==> src/rtl/ex_muldiv_unit_if.sv <==
// ============================================================================
// Module      : ex_muldiv_unit_if
// Description : Request/result bundle between the EX stage and the
//               multiply/divide engine.
// Revision    : 1.0  initial release
// ============================================================================
`default_nettype none

interface ex_muldiv_unit_if #(
    parameter int WIDTH = 32
);
    logic             op_valid;
    logic [1:0]       op;
    logic [WIDTH-1:0] src_a;
    logic [WIDTH-1:0] src_b;
    logic             annul;
    logic             hold;
    logic             stallreq;
    logic             busy;
    logic             done;
    logic [WIDTH-1:0] res_hi;
    logic [WIDTH-1:0] res_lo;
    logic             div_zero;

    // EX stage side: issues the instruction, consumes the result
    modport master (
        output op_valid, op, src_a, src_b, annul, hold,
        input  stallreq, busy, done, res_hi, res_lo, div_zero
    );

    // Engine side
    modport slave (
        input  op_valid, op, src_a, src_b, annul, hold,
        output stallreq, busy, done, res_hi, res_lo, div_zero
    );
endinterface

`default_nettype wire

==> src/rtl/ex_muldiv_unit.sv <==
// ============================================================================
// Module      : ex_muldiv_unit
// Description : Multi-cycle MULT/MULTU/DIV/DIVU engine for the EX stage.
//               Shift-add multiplier retiring MUL_BITS bits per cycle and a
//               restoring divider retiring one quotient bit per cycle, both
//               working on magnitudes with a sign fix-up on entry to DONE.
//               WIDTH must be even and >= 8; MUL_BITS (1, 2 or 4) must
//               divide WIDTH.
// Revision    : 1.0  initial release
// ============================================================================
`default_nettype none

module ex_muldiv_unit #(
    parameter int WIDTH    = 32,
    parameter int MUL_BITS = 1
) (
    input  wire logic         clk,
    input  wire logic         rst,
    ex_muldiv_unit_if.slave   bus
);

    localparam int                 c_cnt_w    = $clog2(WIDTH);
    localparam logic [c_cnt_w-1:0] c_mul_last = c_cnt_w'(WIDTH / MUL_BITS - 1);
    localparam logic [c_cnt_w-1:0] c_div_last = c_cnt_w'(WIDTH - 1);

    typedef enum logic [1:0] {
        ST_IDLE = 2'd0,
        ST_CALC = 2'd1,
        ST_DONE = 2'd2
    } state_t;

    state_t                 state_q,    state_d;
    logic [c_cnt_w-1:0]     cnt_q,      cnt_d;
    // Working register: MUL = {partial product, remaining multiplier},
    // DIV = {partial remainder, dividend shifting into quotient}
    logic [2*WIDTH-1:0]     acc_q,      acc_d;
    logic [WIDTH-1:0]       opnd_q,     opnd_d;      // multiplicand / divisor magnitude
    logic                   is_div_q,   is_div_d;
    logic                   neg_lo_q,   neg_lo_d;    // product / quotient sign
    logic                   neg_hi_q,   neg_hi_d;    // remainder sign
    logic [WIDTH-1:0]       res_hi_q,   res_hi_d;
    logic [WIDTH-1:0]       res_lo_q,   res_lo_d;
    logic                   div_zero_q, div_zero_d;

    // Operand conditioning at accept
    logic                   w_is_signed;
    logic                   w_a_neg;
    logic                   w_b_neg;
    logic [WIDTH-1:0]       w_a_mag;
    logic [WIDTH-1:0]       w_b_mag;
    logic                   w_b_zero;

    assign w_is_signed = ~bus.op[0];
    assign w_a_neg     = w_is_signed & bus.src_a[WIDTH-1];
    assign w_b_neg     = w_is_signed & bus.src_b[WIDTH-1];
    assign w_a_mag     = w_a_neg ? -bus.src_a : bus.src_a;
    assign w_b_mag     = w_b_neg ? -bus.src_b : bus.src_b;
    assign w_b_zero    = (bus.src_b == '0);

    // One multiply step: add multiplicand * low digit into the upper half,
    // then shift the whole register right by one digit
    logic [MUL_BITS-1:0]       w_mul_digit;
    logic [WIDTH+MUL_BITS-1:0] w_mul_pp;
    logic [WIDTH+MUL_BITS-1:0] w_mul_sum;
    logic [2*WIDTH-1:0]        w_mul_next;

    assign w_mul_digit = acc_q[MUL_BITS-1:0];
    assign w_mul_pp    = {{MUL_BITS{1'b0}}, opnd_q} * {{WIDTH{1'b0}}, w_mul_digit};
    assign w_mul_sum   = {{MUL_BITS{1'b0}}, acc_q[2*WIDTH-1:WIDTH]} + w_mul_pp;
    assign w_mul_next  = {w_mul_sum, acc_q[WIDTH-1:MUL_BITS]};

    // One restoring divide step: trial-subtract the divisor from the shifted
    // remainder; a borrow in the top bit means restore (quotient bit 0)
    logic [WIDTH:0]         w_div_trial;
    logic [2*WIDTH-1:0]     w_div_next;

    assign w_div_trial = {acc_q[2*WIDTH-1:WIDTH], acc_q[WIDTH-1]} - {1'b0, opnd_q};
    assign w_div_next  = w_div_trial[WIDTH]
                       ? {acc_q[2*WIDTH-2:0], 1'b0}
                       : {w_div_trial[WIDTH-1:0], acc_q[WIDTH-2:0], 1'b1};

    // Final-step values with sign fix-up, used only on the last CALC cycle
    logic [2*WIDTH-1:0]     w_step;
    logic [2*WIDTH-1:0]     w_prod;
    logic [WIDTH-1:0]       w_quo;
    logic [WIDTH-1:0]       w_rem;

    assign w_step = is_div_q ? w_div_next : w_mul_next;
    assign w_prod = neg_lo_q ? -w_step : w_step;
    assign w_quo  = neg_lo_q ? -w_step[WIDTH-1:0] : w_step[WIDTH-1:0];
    assign w_rem  = neg_hi_q ? -w_step[2*WIDTH-1:WIDTH] : w_step[2*WIDTH-1:WIDTH];

    // Next-state and datapath update; annul beats every transition
    always_comb begin
        state_d    = state_q;
        cnt_d      = cnt_q;
        acc_d      = acc_q;
        opnd_d     = opnd_q;
        is_div_d   = is_div_q;
        neg_lo_d   = neg_lo_q;
        neg_hi_d   = neg_hi_q;
        res_hi_d   = res_hi_q;
        res_lo_d   = res_lo_q;
        div_zero_d = div_zero_q;

        unique case (state_q)
            ST_IDLE: begin
                if (bus.op_valid && !bus.annul) begin
                    div_zero_d = 1'b0;
                    if (bus.op[1] && w_b_zero) begin
                        // Divide by zero completes immediately
                        state_d    = ST_DONE;
                        res_lo_d   = '1;
                        res_hi_d   = bus.src_a;
                        div_zero_d = 1'b1;
                    end else begin
                        state_d  = ST_CALC;
                        cnt_d    = bus.op[1] ? c_div_last : c_mul_last;
                        acc_d    = {{WIDTH{1'b0}}, w_a_mag};
                        opnd_d   = w_b_mag;
                        is_div_d = bus.op[1];
                        neg_lo_d = w_a_neg ^ w_b_neg;
                        neg_hi_d = w_a_neg;
                    end
                end
            end
            ST_CALC: begin
                if (bus.annul) begin
                    state_d = ST_IDLE;
                end else begin
                    acc_d = w_step;
                    if (cnt_q == '0) begin
                        state_d = ST_DONE;
                        if (is_div_q) begin
                            res_lo_d = w_quo;
                            res_hi_d = w_rem;
                        end else begin
                            res_lo_d = w_prod[WIDTH-1:0];
                            res_hi_d = w_prod[2*WIDTH-1:WIDTH];
                        end
                    end else begin
                        cnt_d = cnt_q - 1'b1;
                    end
                end
            end
            ST_DONE: begin
                if (bus.annul || !bus.hold) begin
                    state_d = ST_IDLE;
                end
            end
            default: begin
                state_d = ST_IDLE;
            end
        endcase
    end

    // State and datapath registers
    always_ff @(posedge clk) begin
        if (rst) begin
            state_q    <= ST_IDLE;
            cnt_q      <= '0;
            acc_q      <= '0;
            opnd_q     <= '0;
            is_div_q   <= 1'b0;
            neg_lo_q   <= 1'b0;
            neg_hi_q   <= 1'b0;
            res_hi_q   <= '0;
            res_lo_q   <= '0;
            div_zero_q <= 1'b0;
        end else begin
            state_q    <= state_d;
            cnt_q      <= cnt_d;
            acc_q      <= acc_d;
            opnd_q     <= opnd_d;
            is_div_q   <= is_div_d;
            neg_lo_q   <= neg_lo_d;
            neg_hi_q   <= neg_hi_d;
            res_hi_q   <= res_hi_d;
            res_lo_q   <= res_lo_d;
            div_zero_q <= div_zero_d;
        end
    end

    // Stall drops in DONE so the pipeline advances on the first !hold cycle
    assign bus.stallreq = bus.op_valid && (state_q != ST_DONE);
    assign bus.busy     = (state_q != ST_IDLE);
    assign bus.done     = (state_q == ST_DONE);
    assign bus.res_hi   = res_hi_q;
    assign bus.res_lo   = res_lo_q;
    assign bus.div_zero = div_zero_q;

endmodule

`default_nettype wire

==> src/flat_wrapper.sv <==
// flat-port wrapper written by rule: the top's interface ports become plain ports
module ex_muldiv_unit_flat 
#(
    parameter int WIDTH    = 32,
    parameter int MUL_BITS = 1
)
  (clk, rst, bus_op_valid, bus_op, bus_src_a, bus_src_b, bus_annul, bus_hold, bus_stallreq, bus_busy, bus_done, bus_res_hi, bus_res_lo, bus_div_zero);
  ex_muldiv_unit_if #(.WIDTH(WIDTH)) bus_i ();
  input  wire logic clk;
  input  wire logic rst;
  input wire logic [$bits(bus_i.op_valid)-1:0] bus_op_valid;
  input wire logic [$bits(bus_i.op)-1:0] bus_op;
  input wire logic [$bits(bus_i.src_a)-1:0] bus_src_a;
  input wire logic [$bits(bus_i.src_b)-1:0] bus_src_b;
  input wire logic [$bits(bus_i.annul)-1:0] bus_annul;
  input wire logic [$bits(bus_i.hold)-1:0] bus_hold;
  output wire logic [$bits(bus_i.stallreq)-1:0] bus_stallreq;
  output wire logic [$bits(bus_i.busy)-1:0] bus_busy;
  output wire logic [$bits(bus_i.done)-1:0] bus_done;
  output wire logic [$bits(bus_i.res_hi)-1:0] bus_res_hi;
  output wire logic [$bits(bus_i.res_lo)-1:0] bus_res_lo;
  output wire logic [$bits(bus_i.div_zero)-1:0] bus_div_zero;
  assign bus_i.op_valid = bus_op_valid;
  assign bus_i.op = bus_op;
  assign bus_i.src_a = bus_src_a;
  assign bus_i.src_b = bus_src_b;
  assign bus_i.annul = bus_annul;
  assign bus_i.hold = bus_hold;
  assign bus_stallreq = bus_i.stallreq;
  assign bus_busy = bus_i.busy;
  assign bus_done = bus_i.done;
  assign bus_res_hi = bus_i.res_hi;
  assign bus_res_lo = bus_i.res_lo;
  assign bus_div_zero = bus_i.div_zero;
  ex_muldiv_unit #(.WIDTH(WIDTH), .MUL_BITS(MUL_BITS)) u_core (.clk(clk), .rst(rst), .bus(bus_i));
endmodule
==> config.mk <==
export PLATFORM = sky130hd
export DESIGN_NAME = ex_muldiv_unit_flat
export DESIGN_NICKNAME = d
export VERILOG_FILES = /design/src/rtl/ex_muldiv_unit_if.sv /design/src/rtl/ex_muldiv_unit.sv /design/src/flat_wrapper.sv
export SDC_FILE = /design/constraint.sdc
export NUM_CORES = 1
export LEC_CHECK = 0
export ABC_AREA = 1
export CORE_MARGIN = 2
export CORE_UTILIZATION = 55
export DETAILED_ROUTE_END_ITERATION = 7
export HOLD_SLACK_MARGIN = 0.05
export PLACE_DENSITY_LB_ADDON = 0.1
export RECOVER_POWER = 100
export REMOVE_ABC_BUFFERS = 1
export SLEW_MARGIN = 20
export SYNTH_ARGS = -nofsm -noshare
export SYNTH_HDL_FRONTEND = slang
export SYNTH_SLANG_ARGS = --single-unit
==> constraint.sdc <==
create_clock -name clk -period 4.2 [get_ports clk]
set_clock_uncertainty 0.2 [all_clocks]
set_input_delay 0.63 -clock clk [delete_from_list [all_inputs] [get_ports clk]]
set_output_delay 0.63 -clock clk [all_outputs]
set_load 0.02 [all_outputs]
==> results by stage, run 1 <==
Hold path:
- The type of the worst min-delay path is in -> reg.
- The path with the worst hold slack has its endpoint at u_core.cnt_q[4].
- The worst hold path was traced through 2 stages.
- The worst hold path begins at rst.

Floorplanning:
- The number of core rows is 63.
- The width of the die is 178.2 um.
- After floorplanning, the core was sized to cover 29720 um^2.
- The die is 178.2 um tall.
- The number of placed I/O pins is 139.
- The initial utilization of the core area, before any placement, comes to 0.5613.
- The floorplan step defined a die boundary enclosing 31740 um^2.

Setup path:
- Setup slack on the worst reg-to-reg path comes out at -0.09 ns.
- Walking the worst path, the cells encountered are dlygate4sd3_1 -> inv_1 -> ha_1 -> inv_1 -> nor3_1 -> nand3b_1 -> nor3_1 -> buf_4 -> nand4_1 -> nor2_1 -> o21bai_2 -> clkinv_1 -> buf_12 -> o221ai_1 -> inv_1.
- The end of the worst register-to-register path is u_core.bus.res_hi[12].
- The start-to-end type of the worst setup path is in -> reg.
- The most prevalent standard cell on the critical path is sky130_fd_sc_hd__inv_1.
- For the worst flop-to-flop path, the logic depth is 35.
- For this run, the slowest stage of the critical path takes 0.85 ns.
- Data on the critical path arrives at its endpoint at 4.51 ns.
- The kind of capture point of the worst setup path is a flop.
- The largest delay contributor family on the critical path is buffers and inverters.
- The maximum net fanout on the critical path is 42.
- The buffering stage count on the worst path with inverters included is 7.
- The source of the worst register-to-register timing path is u_core.opnd_q[15].
- The required time of the critical path is 4.34 ns.
- The cell with the largest stage delay on the worst path is sky130_fd_sc_hd__o21bai_2.
- The category of the worst setup path launch point is an input pin.

Global routing:
- The first-pass GRT wire length is 104600 um.
- The total routing resource utilization after global routing is 0.4264.
- Summed over all layers, the global routing overflow is 0.
- The number of global-route vias before repair is 19650.
- The initial antenna violation count is 0.
- The pin count of the biggest net entering global routing is 97.

Logic synthesis:
- Of the post-synthesis cell area, the dominant cell type holds 0.2052.
- Yosys attributes the largest share of cell area to sky130_fd_sc_hd__dfxtp_1 (21%), sky130_fd_sc_hd__nand2_1 (19%), sky130_fd_sc_hd__inv_1 (9.1%), sky130_fd_sc_hd__a21oi_1 (6.9%), sky130_fd_sc_hd__nor2_1 (6.0%).
- Of the post-synthesis cell area, the part taken by muxes is 0.
- Counting distinct cell types in the post-synthesis netlist gives 59.
- Of the total synthesized cell area, the portion taken by full adders, half adders and majority gates is 0.05491.
- Of the total synthesized cell area, the portion taken by XOR and XNOR cells is 0.03833.
- The sequential share of the synthesized area is 0.2052.
- The simple logic cell fraction of the synthesized area is 0.3812.
- The number of storage elements in the synthesis netlist is 171.
- The number of synthesized flops with an enable pin is 0.
- The commonest cells after synthesis are sky130_fd_sc_hd__nand2_1 (851), sky130_fd_sc_hd__inv_1 (404), sky130_fd_sc_hd__nor2_1 (265), sky130_fd_sc_hd__a21oi_1 (230), sky130_fd_sc_hd__o21ai_0 (188).
- The synthesized-area fraction occupied by ao, oa, aoi and oai cells is 0.1971.
- The cell count after synthesis came out at 2900.
- The async set or reset register ratio after synthesis is 0.
- After synthesis, the largest family of logic cells by area is simple AND/OR/NAND/NOR gates.
- The post-synthesis instance area is 16680 um^2.
- The number of warnings issued by yosys is 0.
- The average size of a mapped cell is 5.752 um^2.
- The biggest area contributor in the post-synthesis netlist is sky130_fd_sc_hd__dfxtp_1.
- The cell with the most instances after synthesis is sky130_fd_sc_hd__nand2_1.
- Among all flip-flop cells after synthesis, the most frequent one is sky130_fd_sc_hd__dfxtp_1.

Status:
- The checks that failed: setup timing.
- The flow ran to the end, but the final reports show violations.

Timing:
- Setup repair after global routing could not meet its margin everywhere.
- Measured against its own limit, the worst slew margin works out to 0.2761.
- In the finished design, the share of the clock period the worst path needs comes to 1.039.
- The worst-case hold slack is 0.2385 ns.
- The post-route minimum period is 4.363 ns.
- Derived from the worst setup path, the maximum achievable clock frequency is 229.2 MHz.
- The number of setup violations in the final report is 39.
- The final number of max-transition violations is 0.
- The final-report hold violation count was 0.
- The worst-margin pin slew is 1.085 ns.
- After layout, the worst setup slack is -0.1626 ns.

CTS:
- The register clock-pin slew on the reported worst setup and hold paths is 0.07 ns.
- The clock insertion delay at the later pin of the skew report is 0.48 ns.
- The number of sinks handled by clock tree synthesis is 171.
- The number of buffers inserted for hold repair after clock tree synthesis is 0.
- The H-tree depth is 4.
- The cell at the root of the clock tree is sky130_fd_sc_hd__clkbuf_16.
- The TritonCTS clock tree is built.
- The deepest clock path buffer count is 2.
- Clock tree synthesis inserted a total of 17 buffers.

Place:
- The final RePlAce weighted congestion is 1.011.
- The final HPWL from detailed placement is 53330 um.
- The number of port buffers is 138.

Pwr:
- For this design the static power due to leakage is 10.32 nW.
- Dividing total power by cell area gives a power density of 265.7 nW/um^2.
- The peak ir drop on the vdd network is 0.3030 mV.

Route:
- The violation count after the first detailed-route iteration is 2519.
- The number of nets still failing antenna checks after routing is 0.
- After detailed routing, the number of remaining DRC violations is 0.
- The first detailed-routing pass ran for 6 iterations.
- The wire length after detailed routing is 68980 um.
- The average vias per placed instance is 5.926.
- The detailed-route via count is 21190.
- In the final routed layout, each cell accounts on average for 19.29 um.

Layout:
- For this run, the post-layout net count is 3317.
- The antenna cell count is 0.
- Once layout is complete, the utilization of the core stands at 0.7036.
- In the final layout, the share of cells above drive strength 1 is 0.1466.
- From synthesis to final layout, the design area changed by 25.35%.

Flow run:
- The tool flagged a number of max-cap violations equal to 0.
## logic make-up after synthesis
logic type	Yosys count
buf+inv	522
xor+xnor	73
flops	171
compound gates	580
fa+ha+maj	72
simple gates	1482
## worst reg2reg max path: cells and delay by family (launching register included)
| kind | cells | cell delay [ns] |
|---|---|---|
| AOI/OAI and AO/OA | 2 | 0.31 |
| adders and majority gates | 2 | 0.40 |
| buffers and inverters | 7 | 0.61 |
| DFF | 1 | 0.35 |
| and+or+nand+nor | 24 | 2.36 |
## repair_timing
item | in CTS | in global routing
buffers inserted | 8 | 15
setup endpoints to repair | 14 | 31
resized for setup | 37 | 82
cloned | 0 | 2
pin swaps | 12 | 43
## metal layers
metal  share of wire  GRT usage
met1            0.38     0.5211
met2            0.45     0.6912
met3            0.10    0.08078
met4           0.067     0.2637
met5               0          0
## where the power goes
group | switching, mW | internal, mW | total (mW)
Clock | 0.776 | 0.835 | 1.61
Combinational | 1.41 | 0.764 | 2.17
Sequential | 0.0703 | 1.70 | 1.77
## per-stage QoR
step           power (mW)  setup slack [ns]  instances  instance area [um^2]  TNS [ns]
2_1_floorplan       3.013            -4.365       2792                 16180   -354.14
3_3_place_gp        3.735          -0.09622       3520                 19650   -0.2273
3_5_place_dp        3.774           -0.2305       3520                 19650    -3.595
4_1_cts             5.384          -0.07013       3559                 20480   -0.2719
5_1_grt             5.789           -0.3297       3576                 20910    -7.626
6_report            5.556           -0.1626       3576                 20910    -1.380
## sequential cells by signal, indices dropped and copies added, names as in the netlist
signal,count
u_core.neg_lo_q,1
u_core.bus.res_hi,32
u_core.opnd_q,32
u_core.state_q,2
u_core.acc_q,64
u_core.bus.res_lo,32
u_core.cnt_q,5
u_core.neg_hi_q,1
u_core.is_div_q,1
u_core.bus.div_zero,1
## layout make-up
| type | instances | area (um^2) |
|---|---|---|
| fillers | 2653 | 8807 |
| clock buffers | 19 | 442.9 |
| clock inverters | 12 | 116.4 |
| inverters | 414 | 1554 |
| flip-flops and latches | 171 | 3445 |
| well taps | 390 | 488.0 |
| repair buffers | 363 | 3149 |
| multi-input cells | 2207 | 11720 |
## how the worst max path moves through the flow
stage / endpoint / start / depth (start not counted) / slack, ns
final: u_core.bus.res_lo[7] / bus_src_b[0] / 15 / -0.16
after global routing: u_core.bus.res_hi[12] / u_core.opnd_q[22] / 32 / -0.33
after CTS: u_core.bus.res_hi[30] / u_core.acc_q[31] / 34 / -0.07
after detailed placement: u_core.bus.res_hi[22] / u_core.opnd_q[29] / 29 / -0.23
after global placement: u_core.bus.res_hi[30] / u_core.opnd_q[31] / 28 / -0.1
after floorplan: u_core.bus.res_lo[18] / u_core.state_q[0] / 9 / -4.37
## placed cells by master, fill, tap and decap left out, types with 29 or more instances in the layout
| cell type | n |
|---|---|
| sky130_fd_sc_hd__o21ai_0 | 183 |
| sky130_fd_sc_hd__dfxtp_1 | 158 |
| sky130_fd_sc_hd__nand3_1 | 172 |
| sky130_fd_sc_hd__nor2_1 | 248 |
| sky130_fd_sc_hd__nor2_2 | 29 |
| sky130_fd_sc_hd__a21oi_1 | 225 |
| sky130_fd_sc_hd__inv_1 | 398 |
| sky130_fd_sc_hd__nand2_1 | 825 |
| sky130_fd_sc_hd__clkdlybuf4s50_1 | 68 |
| sky130_fd_sc_hd__buf_4 | 214 |
| sky130_fd_sc_hd__dlygate4sd3_1 | 69 |
| sky130_fd_sc_hd__xor2_1 | 52 |
| sky130_fd_sc_hd__ha_1 | 53 |
| sky130_fd_sc_hd__nor3_1 | 41 |
| sky130_fd_sc_hd__nand2_2 | 53 |
| sky130_fd_sc_hd__a31oi_1 | 31 |
Note: power is estimated with default switching activity, not from simulation.
==> inputs of run 2 (changes only) <==
- CORE_MARGIN: 2 -> default
- CTS_BUF_LIST: default -> sky130_fd_sc_hd__clkbuf_2
==> run 2 against run 1 <==
  * The run still ends with setup timing left
  * Sequential share of layout area is 0.26 points higher
  * Critical path depth up 18
  * Combinational power is 2% higher
  * Sequential power barely moved
  * Power decreased by 13%
  * Design area decreased by 1.0%
  * Die area down 2.2%
  * Non-clock buffer count is 1 higher
  * First-iteration DRC count up 1.8%
  * Clock power fell by 47%
  * Highest routed layer unchanged
==> results by stage, run 2 (synthesis results as in run 1) <==
Status:
- The run finished, with violations left.
- The checks that failed: setup timing.

CTS:
- The deepest clock path buffer count is 2 (unchanged).
- The cell at the root of the clock tree is sky130_fd_sc_hd__clkbuf_2.
- The H-tree depth is 4 (unchanged).
- The clock insertion delay at the later pin of the skew report was 0.93 ns (+0.45 ns).
- The total CTS buffers was 17 (unchanged).
- The number of sinks handled by clock tree synthesis is 171 (unchanged).
- TritonCTS built the clock tree.
- The register clock-pin slew on the reported worst setup and hold paths is 0.26 ns (+0.19 ns).

Timing:
- The number of setup violations in the final report is 17 (-56%).
- The post-route minimum period was 4.422 ns (+0.05902 ns).
- The slack of the critical path came to -0.2216 ns (-0.05902 ns).
- The total negative slack for setup checks was -2.572 ns (-1.192 ns).
- The ratio of final minimum period to clock period is 1.053 (+0.01405).
- Setup repair after global routing could not meet its margin everywhere.
- The worst-margin pin slew was 1.086 ns (+0.0008189 ns).
- The final number of max-transition violations is 0 (unchanged).
- The final-report hold violation count came to 0 (unchanged).
- The relative slew slack is 0.2684 (-0.007708).
- The highest attainable clock frequency is 226.2 MHz (-1.3%).

Setup path:
- The largest delay contributor family on the critical path is simple AND/OR/NAND/NOR gates.
- The launching instance or port of the critical path is u_core.opnd_q[15].
- The kind of capture point of the worst setup path is a flop.
- The end of the worst register-to-register path is u_core.bus.res_hi[30].
- The slowest stage of the critical path is the sky130_fd_sc_hd__dfxtp_2 cell.
- The register-to-register path setup slack was -0.22 ns (-0.13 ns).
- The required time of the critical path is 4.75 ns (+0.41 ns).
- The source of the worst register-to-register timing path is u_core.opnd_q[15].
- The arrival time at the worst endpoint came to 4.98 ns (+0.47 ns).
- The worst setup path is launched from a flop.
- The delay of the slowest critical-path stage is 0.40 ns (-0.45 ns).
- The buffering stage count on the worst path with inverters included is 7 (unchanged).
- The worst reg2reg path depth came to 33 (-5.7%).
- The maximum net fanout on the critical path came to 4 (-90%).
- The start-to-end type of the worst setup path is reg -> reg.

Layout:
- The library cell used most frequently in the layout, excluding fill and tap cells, is sky130_fd_sc_hd__nand2_1.
- The fraction of layout instances using a drive strength above 1 is 0.1560 (+0.009416).
- Relative to the synthesized area, the layout overhead comes to 24.09%.
- u_core.acc_q holds more flip-flops than any other register.
- The flip-flop count of the largest register after layout is 64 (unchanged).
- The end-of-flow core utilization is 0.6966 (-0.007074).
- The layout net count is 3318 (+0.030%).
- The final instance count without filler cells is 3577 (+0.028%).
- The filler cell count is 2698 (+1.7%).
- Leaving out fill and tap cells, the most frequent cells in the layout are sky130_fd_sc_hd__nand2_1 (817), sky130_fd_sc_hd__inv_1 (399), sky130_fd_sc_hd__nor2_1 (243).

Pwr:
- The cell leakage power was 10.20 nW (-1.2%).
- The switching component of the power is 2.188 mW (-3.0%).
- The peak ir drop on the vdd network is 0.2624 mV (-13%).
- The portion of total power attributed to combinational logic came to 0.458 (+0.067).
- The fraction of power consumed by sequential logic is 0.367 (+0.048).
- The internal power summed over all cells is 2.659 mW (-19%).
- The proportion of total power due to net switching is 0.4514 (+0.04534).
- The overall power came to 4.846 mW (-13%).
- The power density of the placed cells is 234.1 nW/um^2 (-12%).
- The part of the power in the clock network is 0.175 (-0.115).

Flow run:
- The max capacitance violation total was 0 (unchanged).

Route:
- The number of optimization iterations in the first detailed-route pass is 7 (+1).
- The average wire length per cell after detail routing is 19.04 um (-1.3%).
- The number of remaining DRC errors is 0 (unchanged).
- The wire length after detailed routing is 68090 um (-1.3%).
- The detailed-route via count came to 21080 (-0.53%).
- The average vias per placed instance was 5.893 (-0.56%).
- The violation count after the first detailed-route iteration is 2565 (+1.8%).
- The number of nets still failing antenna checks after routing is 0 (unchanged).

Place:
- The total instance count after detailed placement is 3507 (-0.37%).
- The final RePlAce weighted congestion came to 1.001 (-0.95%).
- The worst slack at placement is -0.1831 ns (+0.04743 ns).
- The number of port buffers came to 138 (unchanged).
- The final HPWL from detailed placement is 52440 um (-1.7%).

Floorplanning:
- The width of the die was 176.2 um (-1.1%).
- The total die area is 31030 um^2 (-2.2%).
- The die height is 176.2 um (-1.1%).
- The effective utilization at floorplan is 0.5613 (unchanged).
- The number of placed I/O pins is 139 (unchanged).
- The placeable core region is 29720 um^2 (unchanged).
- The number of core rows came to 63 (unchanged).

Hold path:
- The worst hold path startpoint is bus_src_b[1].
- The type of the worst min-delay path is in -> reg.
- The path with the worst hold slack has its endpoint at u_core.opnd_q[1].
- The instance count along the most critical hold path is 3 (+1).

Global routing:
- The first-pass GRT wire length came to 104600 um (about the same).
- The initial antenna violation count is 1 (+1).
- The aggregate global routing overflow came to 0 (unchanged).
- The number of global-route vias before repair is 19810 (+0.81%).
- The pin count of the biggest net entering global routing was 81 (-16%).
- The total routing resource utilization after global routing is 0.4318 (+0.005404).
[run 2: per-layer routing]
layer / track usage / part of all wire / vias up
li1: - / - / 9959
met1: 0.5240 / 0.39 / 9645
met2: 0.6969 / 0.45 / 1212
met3: 0.07881 / 0.10 / 262
met4: 0.2859 / 0.068 / 0
met5: 0 / 0 / -
[run 2: repair_timing]
item,4_1_cts,5_1_grt
gates cloned,0,2
setup endpoints to repair,16,37
setup buffers,20,22
endpoints found under the hold margin,7,0
resized for setup,30,137
hold buffers,2,0
pin swaps,23,48
[run 2: power by group through the flow]
stage / logic (mW) / registers, mW / clock network (mW)
4_1_cts: 2.02 / 1.77 / 0.853
2_1_floorplan: 1.19 / 1.83 / 0
3_5_place_dp: 1.96 / 1.80 / 0
6_report: 2.22 / 1.78 / 0.848
5_1_grt: 2.40 / 1.79 / 0.914
3_3_place_gp: 1.93 / 1.80 / 0
[run 2: how the worst max path moves through the flow]
stage | cells past startpoint | slack [ns] | to
after floorplan | 9 | -4.37 | u_core.bus.res_lo[18]
after global placement | 34 | -0.06 | u_core.bus.res_hi[30]
after detailed placement | 36 | -0.18 | u_core.bus.res_hi[20]
after CTS | 36 | -0.15 | u_core.bus.res_hi[20]
after global routing | 35 | -0.42 | u_core.bus.res_hi[30]
final | 33 | -0.22 | u_core.bus.res_hi[30]
[run 2: area by class of cell]
class	count	area, um^2	area share
Tap cell	390	488.0	0.02357
Inverter	414	1554	0.07507
Clock buffer	17	85.08	0.004110
Multi-Input combinational cell	2207	11820	0.5710
Sequential cell	171	3463	0.1673
Timing Repair Buffer	364	3194	0.1543
Clock inverter	13	92.59	0.004473
Antenna cell	1	2.502	0.0001209
[run 2: metrics by stage]
step	instance area (um^2)	hold slack [ns]
detailed placement	19580	0.2599
finish	20700	0.1459
global placement	19580	0.2507
floorplan	16180	0.2410
global route	20700	0.09575
CTS	20000	0.06179
[run 2: worst register-to-register path, delay by kind of cell, from the launching register on]
family / cells / cell delay, ns
AND/OR/NAND/NOR: 21 / 2.32
buffers and inverters: 7 / 0.56
flip-flops: 1 / 0.40
adder cells (fa/ha/maj): 2 / 0.44
AO/OA/AOI/OAI: 3 / 0.36
